--- src/rtl/keyboard_pkg.sv ---
// ---------------------------------------------------------------------------
// keyboard_pkg
// Shared definitions for the keyboard tone engine:
//   MAX_KEYS     - largest supported key count (note table length)
//   note_idx_t   - 4-bit note / key index
//   NOTE_HZ      - note frequency table, key i plays NOTE_HZ[i]
//   half_period  - clock cycles per half tone period, truncated
//   lowest_set   - index of the lowest set bit of a key vector
// ---------------------------------------------------------------------------
package keyboard_pkg;

   localparam int MAX_KEYS = 16;

   typedef logic [3:0] note_idx_t;

   localparam int NOTE_HZ [MAX_KEYS] = '{
      262, 294, 330, 349, 392, 440, 494, 523,
      587, 659, 698, 784, 880, 988, 1047, 1175
   };

   function automatic int half_period(input int clk_hz, input int idx);
      return clk_hz / (2 * NOTE_HZ[idx]);
   endfunction

   // Lowest set bit wins; returns 0 for an empty vector (callers guard that).
   function automatic note_idx_t lowest_set(input logic [MAX_KEYS-1:0] v);
      note_idx_t idx;
      idx = '0;
      for (int i = MAX_KEYS - 1; i >= 0; i--) begin
         if (v[i]) idx = note_idx_t'(i);
      end
      return idx;
   endfunction

endpackage

--- src/rtl/keyboard_tone_gen_debounce.sv ---
// ---------------------------------------------------------------------------
// key_debounce
// Two-flop synchroniser plus stable-count debouncer for one active-low key.
// Parameter:
//   DEBOUNCE_CYCLES - consecutive differing samples needed to accept a change
// Ports:
//   clk     - system clock
//   rst_n   - asynchronous active-low reset
//   raw_n   - raw push-button, 0 = pressed
//   pressed - debounced state, 1 = pressed
// ---------------------------------------------------------------------------
module key_debounce #(
   parameter int DEBOUNCE_CYCLES = 1_000_000
) (
   input  logic clk,
   input  logic rst_n,
   input  logic raw_n,
   output logic pressed
);
   localparam int CW = $clog2(DEBOUNCE_CYCLES);

   logic          sync1_reg;
   logic          sync2_reg;
   logic          state_reg;
   logic [CW-1:0] cnt_reg;

   // The synchroniser stores the inverted (active-high) level so that its
   // reset value of 0 reads as "released" and cannot start a false press.
   always_ff @(posedge clk or negedge rst_n) begin
      if (!rst_n) begin
         sync1_reg <= 1'b0;
         sync2_reg <= 1'b0;
         state_reg <= 1'b0;
         cnt_reg   <= '0;
      end else begin
         sync1_reg <= ~raw_n;
         sync2_reg <= sync1_reg;
         if (sync2_reg == state_reg) begin
            cnt_reg <= '0;
         end else if (cnt_reg == CW'(DEBOUNCE_CYCLES - 1)) begin
            state_reg <= ~state_reg;
            cnt_reg   <= '0;
         end else begin
            cnt_reg <= cnt_reg + 1'b1;
         end
      end
   end

   assign pressed = state_reg;

endmodule

--- src/rtl/keyboard_tone_gen.sv ---
// ---------------------------------------------------------------------------
// keyboard_tone_gen
// Key-to-tone engine: debounces NUM_KEYS buttons, picks one note by priority,
// and drives a gated square wave whose half-period comes from an
// elaboration-time table, shifted right by the runtime octave input.
// Optional feature (macro SUSTAIN_EN): gate is held for SUSTAIN_CYCLES after
// the last key is released, continuing the last tone.
// Ports:
//   clk        - system clock, rising edge
//   rst_n      - asynchronous active-low reset
//   key_n      - raw buttons, 0 = pressed
//   octave     - right shift of the half-period (0..3)
//   led        - debounced key states, 1 = pressed
//   note_valid - a note is selected
//   note_idx   - selected key index
//   gate       - tone enabled
//   beep       - buzzer drive, registered gate & square wave
// ---------------------------------------------------------------------------
module keyboard_tone_gen
   import keyboard_pkg::*;
#(
   parameter int NUM_KEYS        = 8,
   parameter int CLK_HZ          = 50_000_000,
   parameter int DEBOUNCE_CYCLES = 1_000_000,
   parameter int PRIORITY_LAST   = 1,
   parameter int SUSTAIN_CYCLES  = 25_000_000
) (
   input  logic                clk,
   input  logic                rst_n,
   input  logic [NUM_KEYS-1:0] key_n,
   input  logic [1:0]          octave,
   output logic [NUM_KEYS-1:0] led,
   output logic                note_valid,
   output logic [3:0]          note_idx,
   output logic                gate,
   output logic                beep
);
   // Lowest note has the longest half-period, so it sets the counter width.
   localparam int TW = $clog2(half_period(CLK_HZ, 0) + 1);

   if (NUM_KEYS < 1 || NUM_KEYS > MAX_KEYS || DEBOUNCE_CYCLES < 2 ||
       SUSTAIN_CYCLES < 1) begin : g_bad_config
      $error("keyboard_tone_gen: parameter out of range");
   end

   logic [NUM_KEYS-1:0] led_now;
   logic [NUM_KEYS-1:0] led_d_reg;
   logic [MAX_KEYS-1:0] held;
   logic [MAX_KEYS-1:0] rise;
   note_idx_t           idx_reg;
   note_idx_t           idx_next;
   logic                valid_reg;
   logic                valid_next;
   logic                gate_reg;
   logic                gate_next;
   logic                restart;
   logic                sq_reg;
   logic                beep_reg;
   logic [TW-1:0]       tone_cnt_reg;
   logic [TW-1:0]       hp_sel;
   logic [TW-1:0]       hp_shift;
   logic [TW-1:0]       reload_val;
   logic [TW-1:0]       hp_rom [MAX_KEYS];

   // -------------------------------------------------------------- keys
   for (genvar gi = 0; gi < NUM_KEYS; gi++) begin : g_key
      key_debounce #(
         .DEBOUNCE_CYCLES(DEBOUNCE_CYCLES)
      ) u_debounce (
         .clk     (clk),
         .rst_n   (rst_n),
         .raw_n   (key_n[gi]),
         .pressed (led_now[gi])
      );
   end

   // Constant half-period table; synthesises to a small ROM/mux.
   for (genvar gi = 0; gi < MAX_KEYS; gi++) begin : g_hp
      assign hp_rom[gi] = TW'(half_period(CLK_HZ, gi));
   end

   // --------------------------------------------------------- selection
   assign held = MAX_KEYS'(led_now);
   assign rise = MAX_KEYS'(led_now & ~led_d_reg);

   always_comb begin
      valid_next = |held;
      idx_next   = idx_reg;
      if (PRIORITY_LAST == 0) begin
         if (|held) idx_next = lowest_set(held);
      end else begin
         if (|rise) begin
            idx_next = lowest_set(rise);
         end else if (|held && !held[idx_reg]) begin
            // Current key let go while others are still down.
            idx_next = lowest_set(held);
         end
      end
   end

   // ------------------------------------------------------------ sustain
`ifdef SUSTAIN_EN
   localparam int SW = $clog2(SUSTAIN_CYCLES + 1);

   logic          tail_reg;
   logic [SW-1:0] tail_cnt_reg;

   // The tail starts on the falling edge of note_valid; the count is the
   // number of further cycles gate stays high.
   always_ff @(posedge clk or negedge rst_n) begin
      if (!rst_n) begin
         tail_reg     <= 1'b0;
         tail_cnt_reg <= '0;
      end else if (valid_next) begin
         tail_reg     <= 1'b0;
         tail_cnt_reg <= '0;
      end else if (valid_reg) begin
         tail_reg     <= 1'b1;
         tail_cnt_reg <= SW'(SUSTAIN_CYCLES - 1);
      end else if (tail_reg) begin
         if (tail_cnt_reg == '0) tail_reg <= 1'b0;
         else                    tail_cnt_reg <= tail_cnt_reg - 1'b1;
      end
   end

   assign gate_next = valid_next | valid_reg | (tail_reg & (tail_cnt_reg != '0));
`else
   assign gate_next = valid_next;
`endif

   // --------------------------------------------------------------- tone
   // A new note, a gate rise or a fresh press restarts the phase.
   assign restart = (idx_next != idx_reg) | (gate_next & ~gate_reg) |
                    (valid_next & ~valid_reg);

   // octave only matters here, i.e. it is sampled at (re)load time.
   always_comb begin
      hp_sel     = hp_rom[idx_next];
      hp_shift   = hp_sel >> octave;
      reload_val = (hp_shift >= TW'(2)) ? hp_shift - TW'(1) : TW'(1);
   end

   always_ff @(posedge clk or negedge rst_n) begin
      if (!rst_n) begin
         led_d_reg    <= '0;
         idx_reg      <= '0;
         valid_reg    <= 1'b0;
         gate_reg     <= 1'b0;
         tone_cnt_reg <= '0;
         sq_reg       <= 1'b0;
         beep_reg     <= 1'b0;
      end else begin
         led_d_reg <= led_now;
         idx_reg   <= idx_next;
         valid_reg <= valid_next;
         gate_reg  <= gate_next;
         if (restart) begin
            tone_cnt_reg <= reload_val;
            sq_reg       <= 1'b0;
         end else if (tone_cnt_reg == '0) begin
            tone_cnt_reg <= reload_val;
            sq_reg       <= ~sq_reg;
         end else begin
            tone_cnt_reg <= tone_cnt_reg - 1'b1;
         end
         beep_reg <= gate_reg & sq_reg;
      end
   end

   assign led        = led_now;
   assign note_valid = valid_reg;
   assign note_idx   = idx_reg;
   assign gate       = gate_reg;
   assign beep       = beep_reg;

endmodule
--- config.mk ---
export PLATFORM = sky130hd
export DESIGN_NAME = keyboard_tone_gen
export DESIGN_NICKNAME = d
export VERILOG_FILES = /design/src/rtl/keyboard_pkg.sv /design/src/rtl/keyboard_tone_gen_debounce.sv /design/src/rtl/keyboard_tone_gen.sv
export SDC_FILE = /design/constraint.sdc
export NUM_CORES = 1
export LEC_CHECK = 0
export CAP_MARGIN = 20
export CORE_ASPECT_RATIO = 2
export CORE_MARGIN = 4
export CORE_UTILIZATION = 63
export DETAILED_ROUTE_END_ITERATION = 7
export HOLD_SLACK_MARGIN = 0.15
export PLACE_DENSITY = 0.81
export SETUP_SLACK_MARGIN = 0.5
export SLEW_MARGIN = 20
export SYNTH_ARGS = -nofsm -noshare
export SYNTH_HDL_FRONTEND = slang
export SYNTH_SLANG_ARGS = --single-unit
--- constraint.sdc ---
create_clock -name clk -period 6 [get_ports clk]
set_input_delay 1.2 -clock clk [delete_from_list [all_inputs] [get_ports clk]]
set_output_delay 1.2 -clock clk [all_outputs]
set_load 0.01 [all_outputs]
==> metrics.cfg <==
[die]
die_y_um=198.7
die-area_mm2=0.02053
start_util=0.6441
die_w_um=103.3
ioPinCount=27
rows=69
coreArea_mm2=0.01778

[layout]
multi_input_area_mm2=0.005662
nets=1256
largest_reg_flops=160
num_antenna_cells=0
fill_cells=1366
drive_above_1_share=0.05982
area_growth_pct=8.924
register_area_mm2=0.005405

[timing]
setup_ws_ns=0.8381
setup_viol_count_final=0
slew_violations=0
max_freq_mhz=193.7
hold_viol_final=0
period_share=0.8603
worst_pin_slew_ns=0.8501
min_period_ns=5.162
hold_ws_ns=0.3488
rsz0062_at_grt=false
relSlewSlack=0.4333
fin_tns_setup_ns=0
fin_skew_ns=0.01247

[power]
combinationalPowerShare=0.038
seqPwrFrac=0.505
p_int_mw=2.326
clkPwrFrac=0.457
sw_frac_of_total=0.2117
ir_drop_v=0.0002885
p_leak_nw=5.321
p_switching_mw=0.6247
cellPowerDensity_mw_per_mm2=236.5

[synthesis]
synth-compound-area-share=0.09579
yosys.area.top_type_share=0.4719
synth_warnings=0
yosys.area_share.simple=0.2494
synth_flop_cell=dfrtp_1
synth_area_leader_cell=dfrtp_1
postSynth.asyncResetShare=1.000
synth-seq-cells=216
avgSynthCellArea_um2=9.343
synth_edf_count=0
synth_cell_types=67
synth_xor_area_frac=0.1124
synth_top_family_by_area=simple AND/OR/NAND/NOR gates
synth_fa_ha_area_frac=0.01966
syn-num-nets=1256
netlist_area_mm2=0.01145
yosys-top-cells-area=dfrtp_1 47%, nor2_1 6.6%, xor2_1 5.9%
seq_area_frac_synth=0.4719
synthMuxAreaShare=0.01704
synth_cells=1226

[routing]
wl_per_cell_um=16.42
via_count=8854
routed_via_density=6.106
firstDrtPassIters=5
drcViolationCount=0
ant_nets=0
wl_mm=23.81
drt_iter0_markers=375

[clock_network]
ctsLongestPathBuffers=3
cts_hold_buf=0
numCtsBuffers=20
clock_latency_ns=0.50
clkTransAtPathRegs_ns=0.07
cts_sinks=216
cts_resized=0
cts-htree-levels=1
cts_setup_buffers=0
cts_tree=yes
root_buffer=clkbuf_16

[hold_path]
hold_class=flop to flop

[place]
post-place-ws_ns=0.8986
dpl.hpwl_mm=16.74
gp_congestion=0.9438
port-buffer-count=26

[global_routing]
grt_start_max_net_pins=156
grt_overflow_total=0
grt_pass1_vias=9004
grtUsageTotal=0.2417
grt_pass1_wl_mm=40.85
antenna_found_initial=0

[job]
max_cap_viol_count=0

[run_status]
status=completed

[critical_path]
crit_path_end_kind=flop
cp_max_fo=8
critPathRequiredTime_ns=6.42
critical_path_arrival_ns=5.58
crit_type=flop to flop
start_kind=flop

-- worst paths after layout --
check | startpoint | to | slack, ns | depth (start not counted)
setup / recovery | note_idx[0]$_DFF_PN0_ | tone_cnt_reg[12]$_DFF_PN0_ | 0.84 | 17
max in group asynchronous | rst_n | g_key[6].u_debounce.cnt_reg[14]$_DFF_PN0_ | 4.21 | 2
hold reg to reg | g_key[7].u_debounce.sync1_reg$_DFF_PN0_ | g_key[7].u_debounce.sync2_reg$_DFF_PN0_ | 0.35 | 0
setup reg to reg | note_idx[0]$_DFF_PN0_ | tone_cnt_reg[12]$_DFF_PN0_ | 0.84 | 17
min in group asynchronous | rst_n | g_key[5].u_debounce.cnt_reg[14]$_DFF_PN0_ | 0.61 | 1
hold / removal | g_key[7].u_debounce.sync1_reg$_DFF_PN0_ | g_key[7].u_debounce.sync2_reg$_DFF_PN0_ | 0.35 | 0
-- cells in the final DEF (no fill, tap or decap), types with 6 or more instances in the layout --
| cell type | instances |
|---|---|
| and2_1 | 10 |
| o21ai_0 | 54 |
| xnor2_1 | 70 |
| nand2_1 | 82 |
| mux2i_1 | 6 |
| and4_1 | 10 |
| a31oi_1 | 15 |
| a211oi_1 | 8 |
| xor2_1 | 77 |
| nand4_1 | 28 |
| nor4b_1 | 8 |
| and3_1 | 46 |
| or2_2 | 9 |
| clkbuf_16 | 21 |
| or3_1 | 34 |
| nor2_1 | 202 |
| dfrtp_1 | 216 |
| nor3_1 | 17 |
| a21oi_1 | 43 |
| clkdlybuf4s50_1 | 25 |
| nor4_1 | 14 |
| mux2_2 | 10 |
| inv_1 | 33 |
| ha_1 | 18 |
| nand3_1 | 67 |
| nand2b_1 | 11 |
-- layer usage --
| metal | track usage | share of wire | vias to the layer above |
|---|---|---|---|
| met1 | 0.2770 | 0.38 | 4327 |
| met4 | 0.1110 | 0.045 | 0 |
| met2 | 0.4354 | 0.54 | 196 |
| met3 | 0.03054 | 0.035 | 79 |
| li1 | - | - | 4252 |
| met5 | 0 | 0 | - |
-- power groups by stage --
stage                     logic (mW)  registers (mW)  clock network [mW]
after floorplan               0.0630            1.51                   0
after global placement         0.112            1.52                   0
after detailed placement       0.114            1.52                   0
after CTS                      0.115            1.49                1.38
after global routing           0.129            1.49                1.44
final                          0.112            1.49                1.35
-- area by class of cell --
cell class / instances / share of cell area
Clock buffer: 26 / 0.04683
Clock inverter: 7 / 0.009326
Inverter: 36 / 0.01083
Multi-Input combinational cell: 922 / 0.4538
Sequential cell: 216 / 0.4332
Tap cell: 213 / 0.02136
Timing Repair Buffer: 30 / 0.02467
-- cell usage after synthesis (11+ instances only) --
master      n
nand2b_1   11
nand4_1    28
xor2_1     77
nor3_1     17
a21oi_1    43
nor4_1     14
a31oi_1    15
nor2_1    202
nand3_1    67
ha_1       18
or3_1      34
inv_1      33
xnor2_1    70
clkbuf_1   33
and3_1     46
nand2_1    82
dfrtp_1   216
o21ai_0    54
-- stage by stage --
step	util	cells	area (µm²)	power, mW
3_3_place_gp	0.6622	1417	11780	1.629
4_1_cts	0.7016	1450	12480	2.990
2_1_floorplan	-	1226	11450	1.577
3_5_place_dp	0.6622	1417	11780	1.632
6_report	0.7016	1450	12480	2.950
5_1_grt	0.7016	1450	12480	3.057
-- logic make-up after synthesis --
logic type	count (synthesis)
flip-flops	216
AND/OR/NAND/NOR	566
multiplexers	17
AO/OA/AOI/OAI	174
XOR/XNOR	147
adder cells (fa/ha/maj)	18
buffers and inverters	88
-- critical path: stages (launching register included) --
cell,delay (ns)
dfrtp_1,0.56
mux4_2,0.58
nor2_4,0.17
nor3_1,0.08
mux2_2,0.33
or2_2,0.40
ha_1,0.47
nor2_1,0.10
a21oi_1,0.19
o21ai_0,0.14
o31ai_1,0.34
nand2_1,0.09
o21ai_0,0.11
ha_1,0.23
o211ai_1,0.14
or4_4,0.57
or4_1,0.41
a31oi_1,0.17
(Power assumes the default switching activity.)
